<file path="src/rtl/div_pkg.sv">
// Shared definitions for the sequential restoring divider.
//   state_t     : controller states (IDLE, RUN, DONE), 2-bit encoding
//   count_width : width of the iteration counter for a given operand width
package div_pkg;

    typedef enum logic [1:0] {
        IDLE = 2'd0,
        RUN  = 2'd1,
        DONE = 2'd2
    } state_t;

    // Counter must hold WIDTH-1; never narrower than one bit.
    function automatic int count_width(input int w);
        return (w < 2) ? 1 : $clog2(w);
    endfunction

endpackage

</file>
<file path="src/rtl/sub_nbit.sv">
// Combinational (WIDTH+1)-bit subtractor a - b, built as a ripple chain of
// full adders on ~b with carry-in 1 (same structure as the ripple adders).
// Ports:
//   a, b   : WIDTH+1-bit operands
//   diff   : low WIDTH bits of a - b
//   borrow : bit WIDTH of a - b. The divider only ever presents a < 2*b with
//            b < 2**WIDTH, so this sign bit is set exactly when a < b.
module sub_nbit #(
    parameter int WIDTH = 4
) (
    input  logic [WIDTH:0]   a,
    input  logic [WIDTH:0]   b,
    output logic [WIDTH-1:0] diff,
    output logic             borrow
);

    logic [WIDTH:0] b_inv;
    logic [WIDTH:0] carry;

    assign b_inv    = ~b;
    assign carry[0] = 1'b1;

    generate
        for (genvar gi = 0; gi < WIDTH; gi++) begin : g_fa
            assign diff[gi]    = a[gi] ^ b_inv[gi] ^ carry[gi];
            assign carry[gi+1] = (a[gi] & b_inv[gi]) | (a[gi] & carry[gi]) |
                                 (b_inv[gi] & carry[gi]);
        end
    endgenerate

    // Top stage only needs its sum bit, which is the sign of the difference.
    assign borrow = a[WIDTH] ^ b_inv[WIDTH] ^ carry[WIDTH];

endmodule

</file>
<file path="src/rtl/div_seq_restoring.sv">
// Iterative unsigned restoring divider: one quotient bit per clock.
// Ports:
//   clk, rst            : clock, synchronous active-high reset
//   start               : request a divide (honoured only in IDLE)
//   dividend, divisor   : operands, sampled with start
//   quotient, remainder : registered results, updated only on completion
//   busy                : high while iterating
//   done                : one-cycle completion pulse
//   div_by_zero         : set when the last completed operation had divisor 0
module div_seq_restoring
    import div_pkg::*;
#(
    parameter int WIDTH = 4
) (
    input  logic             clk,
    input  logic             rst,
    input  logic             start,
    input  logic [WIDTH-1:0] dividend,
    input  logic [WIDTH-1:0] divisor,
    output logic [WIDTH-1:0] quotient,
    output logic [WIDTH-1:0] remainder,
    output logic             busy,
    output logic             done,
    output logic             div_by_zero
);

    localparam int CW = count_width(WIDTH);

    state_t          state_reg;
    logic [CW-1:0]    count_reg;
    logic [WIDTH-1:0] d_reg;
    logic [WIDTH-1:0] q_work_reg;
    // The restored partial remainder is always < D, so WIDTH bits suffice;
    // the extra bit only exists in the shifted value fed to the subtractor.
    logic [WIDTH-1:0] r_work_reg;

    logic [WIDTH:0]   r_shift;
    logic [WIDTH-1:0] trial_diff;
    logic             trial_borrow;
    logic [WIDTH-1:0] q_next;
    logic [WIDTH-1:0] r_next;

    assign r_shift = {r_work_reg, q_work_reg[WIDTH-1]};

    sub_nbit #(.WIDTH(WIDTH)) u_sub (
        .a      (r_shift),
        .b      ({1'b0, d_reg}),
        .diff   (trial_diff),
        .borrow (trial_borrow)
    );

    assign q_next = {q_work_reg[WIDTH-2:0], ~trial_borrow};
    assign r_next = trial_borrow ? r_shift[WIDTH-1:0] : trial_diff;

    always_ff @(posedge clk) begin
        if (rst) begin
            state_reg   <= IDLE;
            count_reg   <= '0;
            d_reg       <= '0;
            q_work_reg  <= '0;
            r_work_reg  <= '0;
            quotient    <= '0;
            remainder   <= '0;
            busy        <= 1'b0;
            done        <= 1'b0;
            div_by_zero <= 1'b0;
        end else begin
            case (state_reg)
                IDLE: begin
                    done      <= 1'b0;
                    count_reg <= '0;
                    if (start) begin
                        if (divisor != '0) begin
                            d_reg       <= divisor;
                            q_work_reg  <= dividend;
                            r_work_reg  <= '0;
                            count_reg   <= CW'(WIDTH - 1);
                            div_by_zero <= 1'b0;
                            busy        <= 1'b1;
                            state_reg   <= RUN;
                        end else begin
                            // Divide by zero completes immediately.
                            quotient    <= '1;
                            remainder   <= dividend;
                            div_by_zero <= 1'b1;
                            done        <= 1'b1;
                            state_reg   <= DONE;
                        end
                    end
                end
                RUN: begin
                    q_work_reg <= q_next;
                    r_work_reg <= r_next;
                    if (count_reg == '0) begin
                        quotient  <= q_next;
                        remainder <= r_next;
                        busy      <= 1'b0;
                        done      <= 1'b1;
                        state_reg <= DONE;
                    end else begin
                        count_reg <= count_reg - CW'(1);
                    end
                end
                DONE: begin
                    done      <= 1'b0;
                    count_reg <= '0;
                    state_reg <= IDLE;
                end
                default: begin
                    busy      <= 1'b0;
                    done      <= 1'b0;
                    count_reg <= '0;
                    state_reg <= IDLE;
                end
            endcase
        end
    end

endmodule

</file>
<file path="config.mk">
export PLATFORM = sky130hd
export DESIGN_NAME = div_seq_restoring
export DESIGN_NICKNAME = d
export VERILOG_FILES = /design/src/rtl/div_pkg.sv /design/src/rtl/sub_nbit.sv /design/src/rtl/div_seq_restoring.sv
export SDC_FILE = /design/constraint.sdc
export NUM_CORES = 1
export LEC_CHECK = 0
export CORE_UTILIZATION = 57
export DETAILED_ROUTE_END_ITERATION = 10
export HOLD_SLACK_MARGIN = 0.06
export PLACE_DENSITY_LB_ADDON = 0.08
export SYNTH_ARGS = -nofsm -noshare
export SYNTH_HDL_FRONTEND = slang
export SYNTH_SLANG_ARGS = --single-unit
</file>
<file path="constraint.sdc">
create_clock -name clk -period 4.6 [get_ports clk]
set_input_delay 0.46 -clock clk [delete_from_list [all_inputs] [get_ports clk]]
set_output_delay 0.46 -clock clk [all_outputs]
set_load 0.05 [all_outputs]
</file>
==> flow_metrics.tcl <==
set metrics [dict create \
    synth_top_area_share 0.362 \
    cts_tree "built" \
    drt_wl_total_microns 3260 \
    pre_cts_ws_ps 1860 \
    powerDensity_nw_per_um2 339 \
    cpLargestDelayFamily "adder cells" \
    hold_viol 0 \
    power.internal_mw 0.364 \
    switching_power_mw 0.206 \
    slowest_stage "fa_1" \
    gr-total-overflow 0 \
    r2r_start "q_work_reg[3]$_SDFFE_PP0P_" \
    fp.coreArea_sq_um 2480 \
    path_cells "inv_1, ha_1, inv_1, fa_1, inv_1, fa_1, fa_1, xnor2_2, mux2_2, a311oi_2" \
    layout.nets 186 \
    gp_congestion 0.865 \
    cp.required_ps 4850 \
    peakVddDrop_mv 0.312 \
    layout-drive-gt1-share 0.130 \
    cts_made_buffers 3 \
    place_area_sq_um 1650 \
    diodes 0 \
    ios 22 \
    fin_tns_setup_ps 0 \
    synth-edff-count 0 \
    synth_area_sq_um 1490 \
    antenna_found_initial 0 \
    max_clock_freq_mhz 361 \
    cp.buffers_inverters 3 \
    min_period_ps 2770 \
    post_cts_resized 0 \
    start_util 0.603 \
    power.share.sequential 0.488 \
    fin_skew_ps 7.66 \
    leakage_nw 0.610 \
    num_vias 1195 \
    finalCritPeriodShare 0.601 \
    rsz0062_at_grt "no" \
    status "completed" \
    syn_inst 155 \
    drt_iter0_drc 32 \
    arrival_ps 3010 \
    post-route-worst-setup-slack_ps 1830 \
    finalMaxSlewViolations 0 \
    viasPerCell 6.01 \
    ys_seq_area_frac 0.362 \
    clkPwrFrac 0.185 \
    ff2ff_setup_slack_ps 1830 \
    slew_headroom 0.236 \
    postLayoutCellArea_sq_um 1680 \
    path_clk_slew_ps 150 \
    ctsHoldBuffers 0 \
    critPathMaxFanout 6 \
    synth_top_area_cell "dfxtp_1" \
    cts_buffer_depth 2 \
    max_stage_delay_ps 410 \
    startpoint_type "flop" \
    htree_levels 1 \
    yosys_warnings 0 \
    die_w_microns 53.2 \
    io_buffer_count 21 \
    place_hpwl_microns 2200 \
    grt_pass1_wl_microns 5310 \
    grt_util_all_layers 0.266 \
    grt_pass1_vias 1107 \
    drc 0 \
    post_drt_wl_per_cell_microns 16.4 \
    critical_path.endpoint "remainder[1]$_SDFFE_PP0P_" \
    post_cts_buffers 0 \
    synth.most_common_cell "dfxtp_1" \
    syn_nets 171 \
    min_from "div_by_zero$_SDFFE_PP0P_" \
    first_pass_iters 4 \
    cp.depth 10 \
    ys_top_cells_by_area "dfxtp_1 (36%), a211oi_1 (5.0%), buf_6 (4.5%)" \
    worstSetupPathType "flop to flop" \
    drv_cap 0 \
    synthArstFlopShare 0 \
    cts-root-buf "clkbuf_4" \
    finalSetupViolations 0 \
    reg2regPathDepth 10 \
    hold_class "flop to flop" \
    ant_nets 0 \
    dieArea_sq_um 2830 \
    synth-seq-cells 27 \
    worst_pin_slew_ps 1140 \
    p_comb_frac 0.327 \
    num_rows 18 \
    clk-insertion-delay-late_ps 330 \
    synth_top_cells_by_count "dfxtp_1 (27), nand2_1 (13), inv_1 (12)" \
    die_h_microns 53.2 \
    rr_endpoint "remainder[1]$_SDFFE_PP0P_" \
    end_kind "flop" \
    cts.sinks 27 \
    sw_frac_of_total 0.361 \
    syn_avg_cell_area_sq_um 9.63 \
    synth_cell_types 35 \
    synthFlopType "dfxtp_1" \
    startpoint "q_work_reg[3]$_SDFFE_PP0P_" \
    grt_max_degree 32 \
    synthToLayoutAreaGrowth_pct 12.6 \
]
## worst min-delay path by stage
stage	cells past startpoint	slack (ps)	endpoint
after CTS	2	470	div_by_zero$_SDFFE_PP0P_
after detailed placement	2	450	div_by_zero$_SDFFE_PP0P_
final	2	470	div_by_zero$_SDFFE_PP0P_
after global placement	2	440	busy$_SDFFE_PP0P_
after global routing	2	510	busy$_SDFFE_PP0P_
after floorplan	2	450	q_work_reg[0]$_SDFFE_PP0P_
## placed cells by master (no fill, tap or decap), drive strengths merged
master,n
dfxtp,27
clkdlybuf4s50,21
a211oi,15
nand2,13
inv,12
a21oi,11
o21ai,8
nand2b,7
and3b,6
nor2,5
nor3b,5
mux2i,4
o22ai,4
a311oi,4
a221oi,3
fa,3
clkbuf,3
or2,2
nand3b,2
or3b,2
ha,2
a21o,2
nor4,1
xnor2,1
mux2,1
a31oi,1
o41ai,1
a211o,1
nor2b,1
clkinv,1
## power groups by stage
| stage | combinational [mW] | sequential, mW | clock [mW] |
|---|---|---|---|
| after floorplan | 0.113 | 0.308 | 0 |
| after global placement | 0.182 | 0.281 | 0 |
| after detailed placement | 0.186 | 0.282 | 0 |
| after CTS | 0.186 | 0.278 | 0.109 |
| after global routing | 0.202 | 0.281 | 0.113 |
| final | 0.187 | 0.278 | 0.106 |
## final cells by class
type | instances | area, sq um
repair buffers | 21 | 210
multi-input cells | 105 | 820
well taps | 30 | 37.5
inverters | 12 | 45.0
fillers | 209 | 797
clock inverters | 1 | 5.00
flip-flops and latches | 27 | 541
clock buffers | 3 | 22.5
## logic make-up after synthesis
family / synth area share
AO/OA/AOI/OAI: 0.258
AND/OR/NAND/NOR: 0.189
flip-flops: 0.362
buffers and inverters: 0.0888
multiplexers: 0.0344
adder cells (fa/ha/maj): 0.0570
XOR/XNOR: 0.0109
## stage by stage
stage | cells | hold WS, ps | util | power [mW]
floorplan | 155 | 447 | - | 0.420
global placement | 195 | 443 | 0.667 | 0.463
detailed placement | 195 | 453 | 0.667 | 0.468
CTS | 199 | 475 | 0.678 | 0.573
global route | 199 | 509 | 0.678 | 0.597
finish | 199 | 471 | 0.678 | 0.570
## tightest hold or removal path, stage by stage (launching register included)
cell and delay (ps):
dfxtp_1 340, nand2_1 50, a21oi_1 50
## per-layer routing
layer  global-route usage  wire length, microns  vias up
met5                    0                     0        -
met4               0.0921                    36        0
met3               0.0402                   173        4
met2                0.378                  1470       48
met1                0.399                  1590      557
li1                     -                     -      586
Power figures use the tool's default switching activity.
